$ cat src/rtl/jtframe_8751_pkg.sv
// Shared constants for the 8751 MCU mailbox: default MCU-side register
// addresses, status bit positions and the status byte builder.
package jtframe_8751_pkg;

  localparam logic [15:0] CMD_ADDR_DEF = 16'h0000;
  localparam logic [15:0] ACK_ADDR_DEF = 16'h0001;
  localparam logic [15:0] RPL_ADDR_DEF = 16'h0002;
  localparam logic [15:0] STS_ADDR_DEF = 16'h0003;

  localparam int ST_CMD_FULL = 0;
  localparam int ST_RPL_FULL = 1;
  localparam int ST_OVR      = 2;

  // Same byte is presented to both the main CPU and the MCU.
  function automatic logic [7:0] status_byte(input logic cmd_full,
                                             input logic reply_full,
                                             input logic overrun);
    logic [7:0] s;
    s              = 8'h00;
    s[ST_CMD_FULL] = cmd_full;
    s[ST_RPL_FULL] = reply_full;
    s[ST_OVR]      = overrun;
    return s;
  endfunction

endpackage

$ cat src/rtl/jtframe_8751_edge.sv
// Enable-qualified edge detector. FALL selects falling instead of rising edge.
// After reset the detector stays disarmed until it samples din low, so a
// strobe already high at reset release never produces an event.
module jtframe_8751_edge #(
  parameter bit FALL = 1'b0
) (
  input  logic clk,
  input  logic rst,
  input  logic en,
  input  logic din,
  output logic pulse
);

  logic last;
  logic armed;

  always_ff @(posedge clk or posedge rst) begin
    if (rst) begin
      last  <= 1'b0;
      armed <= 1'b0;
    end else if (en) begin
      last <= din;
      if (!din) armed <= 1'b1;
    end
  end

  always_comb begin
    pulse = 1'b0;
    if (en && armed) begin
      if (FALL) pulse = ~din & last;
      else      pulse = din & ~last;
    end
  end

endmodule

$ cat src/rtl/jtframe_8751_mailbox.sv
// Command/reply mailbox between a main CPU and an 8751 MCU external bus,
// with an int0n pulse to the MCU on every command write.
module jtframe_8751_mailbox
  import jtframe_8751_pkg::*;
#(
  parameter logic [15:0] CMD_ADDR = CMD_ADDR_DEF,
  parameter logic [15:0] ACK_ADDR = ACK_ADDR_DEF,
  parameter logic [15:0] RPL_ADDR = RPL_ADDR_DEF,
  parameter logic [15:0] STS_ADDR = STS_ADDR_DEF,
  parameter int          INT_LEN  = 8
) (
  input  logic        clk,
  input  logic        rst,
  input  logic        cen,
  input  logic        main_cs,
  input  logic        main_addr,
  input  logic        main_we,
  input  logic        main_rd,
  input  logic [7:0]  main_din,
  output logic [7:0]  main_dout,
  output logic        main_irq,
  input  logic [15:0] x_addr,
  input  logic [7:0]  x_dout,
  input  logic        x_wr,
  output logic [7:0]  x_din,
  output logic        int0n
);

  localparam logic [7:0] INT_LOAD = INT_LEN[7:0];

  logic [7:0] cmd_reg;
  logic [7:0] reply_reg;
  logic       cmd_full;
  logic       reply_full;
  logic       overrun;
  logic [7:0] int_cnt;
  logic [7:0] status;

  logic main_wr_ev;
  logic main_rd_ev;
  logic x_wr_ev;
  logic mcu_ack;
  logic mcu_rpl;

  jtframe_8751_edge #(.FALL(1'b0)) u_main_wr (
    .clk   (clk),
    .rst   (rst),
    .en    (1'b1),
    .din   (main_cs & main_we),
    .pulse (main_wr_ev)
  );

  jtframe_8751_edge #(.FALL(1'b1)) u_main_rd (
    .clk   (clk),
    .rst   (rst),
    .en    (1'b1),
    .din   (main_cs & main_rd),
    .pulse (main_rd_ev)
  );

  // MCU strobe is only looked at on cen cycles, so the MCU side freezes with cen low.
  jtframe_8751_edge #(.FALL(1'b0)) u_x_wr (
    .clk   (clk),
    .rst   (rst),
    .en    (cen),
    .din   (x_wr),
    .pulse (x_wr_ev)
  );

  assign mcu_ack = x_wr_ev && (x_addr == ACK_ADDR);
  assign mcu_rpl = x_wr_ev && (x_addr == RPL_ADDR);

  // Set events take priority over same-cycle clears on every flag.
  always_ff @(posedge clk or posedge rst) begin
    if (rst) begin
      cmd_reg  <= 8'h00;
      cmd_full <= 1'b0;
      overrun  <= 1'b0;
    end else begin
      if (main_wr_ev) begin
        cmd_reg  <= main_din;
        cmd_full <= 1'b1;
      end else if (mcu_ack) begin
        cmd_full <= 1'b0;
      end
      if (main_wr_ev && cmd_full) overrun <= 1'b1;
      else if (main_rd_ev && main_addr) overrun <= 1'b0;
    end
  end

  always_ff @(posedge clk or posedge rst) begin
    if (rst) begin
      reply_reg  <= 8'h00;
      reply_full <= 1'b0;
    end else begin
      if (mcu_rpl) begin
        reply_reg  <= x_dout;
        reply_full <= 1'b1;
      end else if (main_rd_ev && !main_addr) begin
        reply_full <= 1'b0;
      end
    end
  end

  // A new command reloads the counter, stretching a pulse already in progress.
  always_ff @(posedge clk or posedge rst) begin
    if (rst) begin
      int_cnt <= 8'h00;
    end else if (main_wr_ev) begin
      int_cnt <= INT_LOAD;
    end else if (cen && (int_cnt != 8'h00)) begin
      int_cnt <= int_cnt - 8'h01;
    end
  end

  always_comb begin
    status = status_byte(cmd_full, reply_full, overrun);
  end

  always_comb begin
    main_dout = main_addr ? status : reply_reg;
  end

  always_comb begin
    x_din = 8'hFF;
    if (x_addr == CMD_ADDR)      x_din = cmd_reg;
    else if (x_addr == STS_ADDR) x_din = status;
  end

  assign main_irq = reply_full;
  assign int0n    = (int_cnt == 8'h00);

endmodule
$ cat config.mk
export PLATFORM = sky130hd
export DESIGN_NAME = jtframe_8751_mailbox
export DESIGN_NICKNAME = d
export VERILOG_FILES = /design/src/rtl/jtframe_8751_pkg.sv /design/src/rtl/jtframe_8751_edge.sv /design/src/rtl/jtframe_8751_mailbox.sv
export SDC_FILE = /design/constraint.sdc
export NUM_CORES = 1
export LEC_CHECK = 0
export CORE_AREA = 2 2 92 58
export DETAILED_ROUTE_END_ITERATION = 10
export DIE_AREA = 0 0 94 60
export HOLD_SLACK_MARGIN = 0.06
export PLACE_DENSITY = 0.63
export REMOVE_ABC_BUFFERS = 1
export SETUP_SLACK_MARGIN = 0.15
export SYNTH_ARGS = -nofsm -noshare
export SYNTH_HDL_FRONTEND = slang
export SYNTH_HIERARCHICAL = 1
export SYNTH_SLANG_ARGS = --single-unit
export TNS_END_PERCENT = 30
$ cat constraint.sdc
create_clock -name clk -period 2.6 [get_ports clk]
set_input_delay 0.65 -clock clk [delete_from_list [all_inputs] [get_ports clk]]
set_output_delay 0.65 -clock clk [all_outputs]
set_load 0.05 [all_outputs]
==> results.md <==
- Outcome: finished clean
- Vias in the first global route: between 1000 and 1500
- Synth Cell Area: around 1600 um2
- Leading cell type in the layout, fill and taps excluded: sky130_fd_sc_hd__dfrtp_1
- Worst hold endpoint: u_main_rd/armed
- Maximum clock rate: just over 0.4 GHz
- Reg2Reg Capture Point: int_cnt[4]
- Sink count of the clock tree: 33
- Count of nets left with antenna violations after detail routing: 0
- Maximum resistive drop on vdd: around 340 uV
- Number of synthesized flops with an enable pin: 0
- P_leak: between 1 and 1.5 nW
- Number of slew-limit violations in the final report: 0
- FFs w/ async S/R, synth: 100%
- Unrepaired setup endpoints after global routing: yes
- Hold Crit Start: u_main_rd/armed
- Later-pin clock latency in the skew report: between 200 and 300 ps
- CP Capture Type: output port
- Reg-to-reg setup timing slack: 800 ps
- Post-synthesis cell type count: 35
- Critical path fanouts, max: 5
- Total Power Consumption: 1.47 mW
- Share of the clock period used by the worst path: 94.9%
- Reg-to-reg critical path startpoint: int_cnt[0]
- GR Util All Layers: ~14%
- Total Wirelength: around 3700 um
- Number of hold-repair buffers added at the cts stage: 0
- Tightest hold margin: between 400 and 500 ps
- Detailed placement HPWL: 2720 um
- Post-synth top area share: 50.8%
- Predominant post-synthesis flop cell: sky130_fd_sc_hd__dfrtp_1
- Number of top-level design ports: 58
- Required time of the critical path: approximately 2000 ps
- Synth warnings: 6
- Power density of the placed cells: between 500 and 600 nW/um2
- Main area contributors after synthesis: sky130_fd_sc_hd__dfrtp_1 51%, sky130_fd_sc_hd__mux2_2 13%, sky130_fd_sc_hd__mux2_4 2.8%, sky130_fd_sc_hd__inv_1 2.5%, sky130_fd_sc_hd__nor2_1 2.3%
- Endpoints failing hold: 0
- Antenna Cells: 0
- Total number of vias: 1300
- Cell taking the most area after synthesis: sky130_fd_sc_hd__dfrtp_1
- Number of failing setup endpoints in the final timing report: 0
- Antenna violations before repair: 0
- Count of buffers inserted at the top-level ports: between 50 and 60
- Row cnt: 20
- Critical path arrival: around 1800 ps
- Transition time at the pin with the least slew margin: 514 ps
- H-tree levels: 2
- Area Growth Syn to Fin: 56.4%
- Startpoint-to-endpoint class of the critical path: primary input to output port
- Maximum clock insertion buffer count: 2
- # nets final: roughly 260
- DRC violation count after routing: 0
- Clock slew seen by the registers of the worst setup and hold paths: approximately 60 ps
- Depth of the worst register-to-register path: 7
- Final-layout fill cell count: 464
- Max-capacitance violation count: 0
- Number of buffers created by CTS: 5
- First-pass GRT wire length: around 6000 um
- Clock tree from TritonCTS: done
- Detailed-router iteration count before antenna repair: 4
- Instance count along the most critical hold path: 1
- Routed wire per std cell: about 13 um
- Instance count of the mapped netlist: roughly 140
- Violation count after the first detailed-routing iteration: 26
- Critical Path Source Type: primary input
- Share of the yosys chip area belonging to registers: about half
- Vias per inst: roughly 4.6
- Most used cells in the layout excluding fill and tap cells: 33 x sky130_fd_sc_hd__dfrtp_1, 24 x sky130_fd_sc_hd__clkdlybuf4s50_1, 19 x sky130_fd_sc_hd__mux2_2
- Number of flip-flops and latches in the synthesized netlist: 33
- Total Die Area: 5640 um2
- Horizontal die dimension: 94 um
- Average cell area after synthesis: around 11 um2
- Layout cell share with drive strength beyond 1: between 30% and 40%
- Worst slew margin relative to its limit: about two thirds
- Maximum number of pins on one net before global-route repair: 20
- Grt total ovfl: 0
- Path class of the lowest-slack min-delay path: flip-flop to flip-flop
- Final critical path time including I/O delays and setup: about 2500 ps
- Buffer type at the clock tree root: sky130_fd_sc_hd__clkbuf_8
- Core outline area: between 4000 and 5000 um2
- Clock Skew: between 5 and 6 ps
- Height of the die: around 60 um
- Initial Util: between 30% and 40%
- Placer's final routability congestion estimate: 0.744
[per-layer routing]
| metal | GRT usage (%) | vias to the layer above | share of wire [%] |
|---|---|---|---|
| li1 | - | 648 | - |
| met1 | 19.0 | 605 | 49 |
| met2 | 21.4 | 39 | 43 |
| met3 | 3.53 | 8 | 5.8 |
| met4 | 7.87 | 0 | 2.2 |
| met5 | 0 | - | 0 |
[final cells by class]
type	count	area [um2]	area share, %
Clock buffer	6	72.6	2.85
Clock inverter	2	10.0	0.394
Inverter	11	41.3	1.62
Multi-Input combinational cell	100	833	32.8
Sequential cell	33	826	32.5
Tap cell	66	82.6	3.25
Timing Repair Buffer	65	678	26.7
[where the power goes]
group	total (mW)	internal, mW	leakage [nW]	switching [mW]
combinational	0.415	0.226	0.704	0.189
clock	0.371	0.185	0.0450	0.185
sequential	0.689	0.608	0.405	0.0816
total	1.47	1.02	1.15	0.456
[synth_stat cells (all sizes together) (2+ instances only)]
master	number
nor2b	6
o22a	3
nor2	10
and4	2
a211oi	3
a21o	4
xnor2	3
mux2	22
or4	2
ha	2
and2	2
nor3	3
dfrtp	33
a21oi	2
o21ai	2
nand4b	2
mux2i	2
clkbuf	3
nor4	5
nand2	7
o21a	5
inv	11
[critical path, cell delays in order]
cell                      delay [ps]
sky130_fd_sc_hd__buf_2           120
sky130_fd_sc_hd__nor4_4          240
sky130_fd_sc_hd__and4_4          290
sky130_fd_sc_hd__nand3_4         100
sky130_fd_sc_hd__buf_6           150
sky130_fd_sc_hd__o21a_1          110
sky130_fd_sc_hd__buf_6           150
[how the worst max path moves through the flow]
stage,startpoint,endpoint,depth (start not counted)
floorplan,main_we,cmd_reg[0],4
global placement,x_addr[4],x_din[5],7
detailed placement,x_addr[4],x_din[2],6
CTS,x_addr[3],x_din[6],7
global route,x_addr[10],x_din[7],7
finish,x_addr[14],x_din[6],7
[logic make-up after synthesis]
| group | after synthesis | share of synthesized area, % |
|---|---|---|
| other cells | 1 | 0.231 |
| buf+inv | 14 | 3.23 |
| flops | 33 | 50.8 |
| mux | 24 | 17.2 |
| fa+ha+maj | 2 | 1.54 |
| xor+xnor | 3 | 1.62 |
| simple gates | 43 | 15.3 |
| compound gates | 22 | 10.2 |
[per-stage QoR]
step	utilization, %	TNS, ps	worst slack [ps]	std cells	area (um2)
detailed placement	49.0	-2230	-289	274	2390
CTS	51.5	0	147	283	2510
global placement	49.0	-2260	-296	274	2390
global route	52.1	0	59.5	283	2540
floorplan	-	0	139	144	1630
finish	52.1	0	132	283	2540
[repair_timing]
item / CTS / global route
setup buffers: 1 / 0
resized for setup: 57 / 6
setup endpoints to repair: 9 / 12
pin swaps: 6 / 2
gates cloned: 0 / 0
No activity file was read; power rests on OpenSTA's default activity.
